### src/rtl/fetch_unit.sv
// Instruction-fetch stage: program counter, byte-addressed instruction store and
// the F/D pipeline register, with stall/redirect handling and sticky fault detection.
module fetch_unit #(
    parameter int          IMEM_BYTES = 128,
    parameter logic [31:0] RESET_PC   = 32'h0000_0000,
    parameter logic [31:0] NOP_WORD   = 32'h0000_0020
) (
    input  logic        clk,
    input  logic        rst,
    input  logic        stall,
    input  logic        redirect_valid,
    input  logic [31:0] redirect_target,
    output logic [31:0] FD_PC,
    output logic [31:0] FD_IR,
    output logic        FD_valid,
    output logic        pc_fault
);

    localparam int AW = $clog2(IMEM_BYTES);

    // Indexed by byte address; contents are preloaded from outside, never written here.
    logic [31:0] instruction [IMEM_BYTES];

    logic [31:0] PC;
    logic [31:0] pc_d;
    logic [31:0] fd_pc_q,    fd_pc_d;
    logic [31:0] fd_ir_q,    fd_ir_d;
    logic        fd_valid_q, fd_valid_d;
    logic        fault_q,    fault_d;

    logic        fetch_legal;
    logic [31:0] fetch_word;

    // No masking of the PC: a wrapped or out-of-range value must fail this check.
    assign fetch_legal = (PC < 32'(IMEM_BYTES)) && (PC[1:0] == 2'b00);
    assign fetch_word  = instruction[PC[AW-1:0]];

    always_comb begin
        pc_d       = PC;
        fd_pc_d    = fd_pc_q;
        fd_ir_d    = fd_ir_q;
        fd_valid_d = fd_valid_q;
        fault_d    = fault_q;
        if (redirect_valid) begin
            // Squash the wrong-path fetch; the target is validated when it is fetched.
            pc_d       = redirect_target;
            fd_pc_d    = PC;
            fd_ir_d    = NOP_WORD;
            fd_valid_d = 1'b0;
        end else if (!stall) begin
            if (!fetch_legal) begin
                fd_pc_d    = PC;
                fd_ir_d    = NOP_WORD;
                fd_valid_d = 1'b0;
                fault_d    = 1'b1;
            end else begin
                fd_pc_d    = PC;
                fd_ir_d    = fetch_word;
                fd_valid_d = 1'b1;
                pc_d       = PC + 32'd4;
            end
        end
    end

    always_ff @(posedge clk) begin
        if (rst) begin
            PC         <= RESET_PC;
            fd_pc_q    <= 32'd0;
            fd_ir_q    <= NOP_WORD;
            fd_valid_q <= 1'b0;
            fault_q    <= 1'b0;
        end else begin
            PC         <= pc_d;
            fd_pc_q    <= fd_pc_d;
            fd_ir_q    <= fd_ir_d;
            fd_valid_q <= fd_valid_d;
            fault_q    <= fault_d;
        end
    end

    assign FD_PC    = fd_pc_q;
    assign FD_IR    = fd_ir_q;
    assign FD_valid = fd_valid_q;
    assign pc_fault = fault_q;

endmodule
### config.mk
export PLATFORM = sky130hd
export DESIGN_NAME = fetch_unit
export DESIGN_NICKNAME = d
export VERILOG_FILES = /design/src/rtl/fetch_unit.sv
export SDC_FILE = /design/constraint.sdc
export NUM_CORES = 1
export LEC_CHECK = 0
export CORE_ASPECT_RATIO = 0.5
export CORE_UTILIZATION = 45
export CTS_CLUSTER_DIAMETER = 200
export DETAILED_ROUTE_END_ITERATION = 7
export PLACE_DENSITY = 0.84
export SYNTH_ARGS = -nofsm -noshare
export SYNTH_HDL_FRONTEND = slang
export SYNTH_SLANG_ARGS = --single-unit
### constraint.sdc
create_clock -name clk -period 1.8 [get_ports clk]
set_input_delay 0.36 -clock clk [delete_from_list [all_inputs] [get_ports clk]]
set_output_delay 0.36 -clock clk [all_outputs]
set_load 0.01 [all_outputs]
After elaboration in Yosys (flattened, before gate mapping)
Cells that the tools add are included.
- bits in registers: 98
- bits of input ports: 36
- add/subtract/negate cells: 1
- magnitude comparators: 1
- equal/unequal tests: 1
- multiplexer cells: 7
- bitwise logic cells: 3
- reduce and logical (&&, ||, !) cells: 6
- operator list (operator ; number):
    $mux 32 ; 6
    $add 32x3->32 const B ; 1
    $lt 32x8->1 const B ; 1
    $not 1->1 ; 3
    $reduce_and 3->1 ; 1
    $logic_not 2->1 ; 1
    $ne 2x1->1 const B ; 1
    $reduce_and 2->1 ; 1
    $reduce_bool 2->1 ; 1
    $reduce_or 2->1 ; 1
    $logic_and 1x1->1 ; 1
    $mux 1 ; 1

Longest topological paths before layout
Gate-level depths: netlist of run 1.
- word-level depth: 5
- depth in mapped cells: 6

Worst setup path after synthesis of run 1
No wires, ideal clock.
- path type: in2reg
- start point: input stall
- end point: register PC[7]
- setup time: 0.086 ns
- arrival time: 1.530 ns
- setup slack: 0.184 ns
- cell stages on the path: 4
- buffers on the path: 0
- cell sequence: nor4_1 > nand3_1 > or4_4 > a221oi_2
- longest elaborated chain between the ends: 2
- RTL lines (element ; line ; text):
    from (decl) ; 10 ; input logic stall,
    $ne 2x1->1 (no source line) ; n/a ;
    $reduce_and 2->1 (no source line) ; n/a ;
    to (signal assigned) ; 73 ; PC <= pc_d;
    to (decl) ; 24 ; logic [31:0] PC;
Every way passes these cells.
A chain may end at the register's enable or synchronous reset.

Worst setup path after layout of run 1
- start point: register PC[7]
- end point: register PC[7]
- longest elaborated chain between the ends: 4
- elaborated cells on any way between the ends: 8
- RTL lines (element ; line):
    $add 32x3->32 or $lt 32x8->1 (tied branches) ; 60, 35
    $mux 32 or $logic_and 1x1->1 (tied branches) ; 51, 35
    $mux 32 or $reduce_bool 2->1 (tied branches) ; n/a
    $mux 32 or $reduce_and 2->1 (tied branches) ; n/a
Several ways; a longest one is shown, not always the timed one. The select of a mux whose other input is x is not followed.

==> metrics.txt, run 1 <==
status finished clean; Netlist cell types 34; die height 58.3 um; Ys Warns 0; clock power share 0.477; placed cells 474; cell count after synthesis 327; Final Setup Violations 0; Worst-Margin Slew 525 ps; routed len/inst 13.5 um; min Tclk post-route 1780 ps; Clock Sinks between 60 and 70; hold path depth 2; fin nets 435; ys flop type dfxtp_1; initial DRC count 98; CTS max path bufs 2; Final Hold Viols 0; switching share of power 0.237; Port-buffer cells 69; Final Instance Count excl. Fillers about 490; worst hold path type reg2reg; post-synthesis sequential area ratio 0.463; largest net degree at the start of global routing 33; fmax about 0.56 GHz; Worst-Skew Late Latency 330 ps; CP Launch Type flip-flop; Hold WS 446 ps; Crit. End Element flip-flop; Comb pwr share 0.117; Post-synth EDFFs 0; vias in the first global route ~2200; power share of the sequential group 0.406; ANT nets after route 0; WL final 6.61 mm; Max Cap Violations 0; multi-input combinational cell area 0.00133 mm^2; # DRC 0; hold buffers post-CTS 0; Synth Register Bits 66; first-pass GRT wire length 10.3 mm; core area 0.00611 mm^2; Core Rows 20; # diodes 0; Final Cycle Share 0.990; post-DP HPWL 4.41 mm; Synth top area share 0.463; most common cell in the netlist nand2_1; Die X ~110 um; Post-DP Area 0.00355 mm^2; H-tree levels 3; P_leak 1.57 nW; Clock Skew 8.66 ps; Synth area leader dfxtp_1; P_sw around 940 uW; DRT Pass-1 Iters 4; Crit Path Class reg2reg; synthesized area 0.00286 mm^2; PwrDens 1020 mW/mm^2; # IOs between 100 and 150; root buf cell clkbuf_16; VDD IR max about 660 uV; routability congestion estimate 0.854; Reg clk slew, reported paths 60 ps; filler cell count 467; CTS tree built; via-per-instance ratio 4.90; Worst Path Required 2050 ps; total grt overflow 0; DIE AREA 0.00669 mm^2; Int Pwr just over 3 mW; share of cells above drive strength 1 0.109; Starting Density 0.468; post-route cell area roughly 0.0039 mm^2; Crit Path Max Fanout 3; TritonCTS Buffers 9; syn_area_per_cell 8.74 um^2; Synth area leaders dfxtp_1 (46%), mux2i_1 (9.5%), nand2_1 (8.8%); synth cell count leaders nand2_1 (67), dfxtp_1 (66), a21oi_1 (34), buf_4 (32), nor2_1 (32); Area Growth Syn to Fin 36.6%; Slew HR 0.650; FF-to-FF path depth 4; max-slew violation count 0; GR Util All Layers 0.207; fraction of registers with async set/reset 0; FF/Latch Area 0.00132 mm^2; Vias 2405; Pwr Total 3.97 mW; WP data arrival 2030 ps; antenna violations before repair 0
state kept, by name (all words and copies together) (netlist names):
register and flops:
pc_fault 1, FD_PC 32, PC 32, FD_valid 1
cells by family after synthesis:
family,count (synthesis),synth area share
simple gates,126,0.220
flops,66,0.463
buf+inv,57,0.119
compound gates,48,0.0972
mux,27,0.0946
other cells,2,0.00263
fa+ha+maj,1,0.00438
what timing repair did:
item / 4_1_cts / 5_1_grt
endpoints found under the setup margin: 0 / 1
gates resized for setup: 0 / 3
setup buffers: 0 / 1
final cells by class:
class	count	area share
inverters	4	0.00385
multi-input cells	234	0.340
repair buffers	83	0.205
clock inverters	6	0.0231
clock buffers	10	0.0613
flip-flops and latches	66	0.339
well taps	88	0.0282
power by group through the flow:
stage,Sequential [mW],Combinational (mW),Clock [mW]
CTS,1.61,0.455,1.91
floorplan,1.64,0.287,0
global placement,1.64,0.441,0
global route,1.62,0.503,1.99
detailed placement,1.64,0.450,0
finish,1.61,0.464,1.89
worst max-delay path: stages, from the launching register on:
cell and delay [ps]:
dfxtp_1 340, nor4_4 370, nand4_2 200, or4_4 560, a221oi_2 230
per-layer routing:
layer / routed length [um] / share of wire / up-vias / global-route usage
met5: 0 / 0 / - / 0
met4: 124 / 0.019 / 0 / 0.0779
met3: 560 / 0.085 / 14 / 0.0855
met2: 3100 / 0.47 / 103 / 0.345
met1: 2820 / 0.43 / 1112 / 0.242
li1: - / - / 1176 / -
final timing paths:
check	slack (ps)	startpoint	to
worst max-delay path	20	PC[7]	PC[7]
worst min-delay path	450	FD_PC[24]	FD_PC[24]
worst max register to register	20	PC[7]	PC[7]
worst min register to register	450	FD_PC[24]	FD_PC[24]
layout by cell type, fill, tap and decap left out, types with 2 or more instances in the layout:
cell	count
nand2_1	67
clkdlybuf4s50_1	67
dfxtp_1	65
a21oi_1	34
nor2_1	32
conb_1	32
mux2i_1	27
buf_4	13
clkbuf_16	9
nor4_4	5
inv_1	4
nand3_1	4
a211oi_1	4
a31oi_1	3
nor4_1	3
nor4_2	2
nand4_1	2
and3b_1	2
o211ai_1	2
bufinv_16	2
clkinv_4	2
buf_2	2
stage by stage:
step                utilization  TNS (ps)  setup slack [ps]
finish                    0.639         0              17.6
global route              0.639     -3.02             -3.02
CTS                       0.635         0              4.56
detailed placement        0.581      -964              -328
global placement          0.581      -544              -271
floorplan                     -         0               184
Power figures use the tool's default switching activity.
==> run 2, diff against run 1 <==
--- a/config.mk
+++ b/config.mk
@@ -6,6 +6,7 @@
 export NUM_CORES = 1
 export LEC_CHECK = 0
 export CORE_ASPECT_RATIO = 0.5
+export CORE_MARGIN = 2
 export CORE_UTILIZATION = 45
 export CTS_CLUSTER_DIAMETER = 200
 export DETAILED_ROUTE_END_ITERATION = 7
==> run 2 against run 1 <==
  * Count of clock-buffer cells in the layout is the same
  * Global-route usage decreased by 1.5 points
  * Total power fell by 3.9%
  * Routed wire length shrank 0.94%
  * Largest cell class unchanged
  * Worst setup slack better by 70 ps
  * Design area decreased by 0.26%
==> metrics.txt, run 2 (synthesis gave the netlist of run 1 again) <==
Port-buffer cells 69; Vias roughly 2400; antenna violations before repair 0; total grt overflow 0; Final Cycle Share 0.951; hold path depth 2; P_leak 1.56 nW; DIE AREA 0.00704 mm^2; most frequent cells in the layout nand2_1 (67), clkdlybuf4s50_1 (67), dfxtp_1 (66); Starting Density 0.468; root buf cell clkbuf_16; # DRC 0; Hold Path Origin rst; Worst-Skew Late Latency roughly 320 ps; status finished clean; core area 0.00611 mm^2; post-DP HPWL 4.57 mm; Final Setup Violations 0; setup ws final 87.9 ps; critical path, cell by cell nor4_4, nand4_2, or4_4, a221oi_2; ANT nets after route 0; Reg clk slew, reported paths 50 ps; Die X 117 um; Clock Skew 6.58 ps; routed len/inst 13.3 um; Max Cap Violations 0; flop2flop setup slack ~90 ps; # IOs around 100; CP max stage cell or4_4; Crit. End Element flip-flop; Clock Sinks 66; WL final 6.55 mm; via-per-instance ratio 4.86; worst r2r src PC[7]; Crit Path Max Fanout 3; WP data arrival 1940 ps; H-tree levels 3; Worst Path Required 2030 ps; Core Rows 20; Final Hold Viols 0; Crit Path Class reg2reg; peak per-stage delay on the critical path ~530 ps; max-slew violation count 0; vias in the first global route 2234; CTS tree built; worst hold path type in2reg; CP Launch Type flip-flop; min Tclk post-route approximately 1700 ps; DRT Pass-1 Iters 4; Pwr Total ~3.8 mW; RSZ-0062 raised after global routing no; GR Util All Layers 0.191; filler cell count 474; initial DRC count 118; multi-input combinational cell area 0.00133 mm^2; fmax 0.584 GHz; reg2reg end PC[7]; Final TNS setup 0 ps; Crit path max-delay family simple AND/OR/NAND/NOR gates; fin nets 437; first-pass GRT wire length a little over 10 mm; dpl ws -326 ps; share of cells above drive strength 1 0.111; Area Growth Syn to Fin 36.2%; FF/Latch Area 0.00132 mm^2; # Post-CTS Setup Buffers 0; FF-to-FF path depth 4; VDD IR max 513 uV; largest net degree at the start of global routing 28; # diodes 0; hold buffers post-CTS 0; routability congestion estimate 0.858; TritonCTS Buffers 9; CTS max path bufs 2; Buf/Inv on CP 0; die height around 60 um; PwrDens 980 mW/mm^2; Worst Hold Path EP FD_PC[7]
==> run 2: cell count changes in the layout (fill, tap and decap cells not counted), sizes merged <==
cell	change
bufinv	-1
clkinvlp	+2
clkinv	-1
buf	+2
==> run 2: how the worst max path moves through the flow <==
stage,startpoint,end,slack [ps],cells past startpoint
after floorplan,stall,PC[7],180,4
after global placement,stall,PC[7],-270,5
after detailed placement,stall,PC[7],-330,5
after CTS,stall,PC[7],20,5
after global routing,PC[25],PC[7],8,4
final,PC[7],PC[7],90,4
==> run 2: power by group <==
group	switching, mW	internal (mW)	leakage [nW]	total (mW)
clock network	0.629	1.11	0.141	1.74
logic	0.221	0.240	0.882	0.461
registers	0.0765	1.54	0.542	1.61
total	0.927	2.89	1.56	3.81
==> run 2: timing repair <==
action / in CTS / in global routing
cloned: 0 / 0
endpoints found under the setup margin: 1 / 1
pin swaps: 0 / 1
gates resized for setup: 1 / 1
==> run 2: worst reg2reg max path, cell delays in order, from the launching register on <==
cell	delay, ps
dfxtp_1	350
nor4_4	360
nand4_2	160
or4_4	530
a221oi_2	230
==> run 2: per-layer routing <==
metal	routed length, um	part of all wire	up-vias	GRT usage
met3	446	0.068	11	0.0519
met2	3140	0.48	105	0.319
met1	2880	0.44	1094	0.243
li1	-	-	1184	-
met5	0	0	-	0
met4	80	0.012	0	0.0756
==> run 2: cell type report <==
class / instances / area share
clock buffers: 10 / 0.0614
clock inverters: 6 / 0.0170
inverters: 4 / 0.00386
multi-input cells: 234 / 0.341
flip-flops and latches: 66 / 0.340
well taps: 88 / 0.0283
repair buffers: 85 / 0.209
==> run 2: stage by stage <==
step                      instance area (um^2)  hold slack [ps]   util  cells
final                                     3890              319  0.637    493
after global routing                      3890              344  0.637    493
after CTS                                 3880              311  0.636    493
after detailed placement                  3570              443  0.585    477
after global placement                    3570              436  0.585    477
after floorplan                           2970              459      -    357
==> run 3, diff against run 2 <==
--- a/config.mk
+++ b/config.mk
@@ -8,7 +8,8 @@
 export CORE_ASPECT_RATIO = 0.5
 export CORE_MARGIN = 2
 export CORE_UTILIZATION = 45
-export CTS_CLUSTER_DIAMETER = 200
+export CTS_CLUSTER_DIAMETER = 150
+export CTS_CLUSTER_SIZE = 14
 export DETAILED_ROUTE_END_ITERATION = 7
 export PLACE_DENSITY = 0.84
 export SYNTH_ARGS = -nofsm -noshare
==> results of run 3 <==
The final DEF is identical to that of run 2; final timing and power are the same.
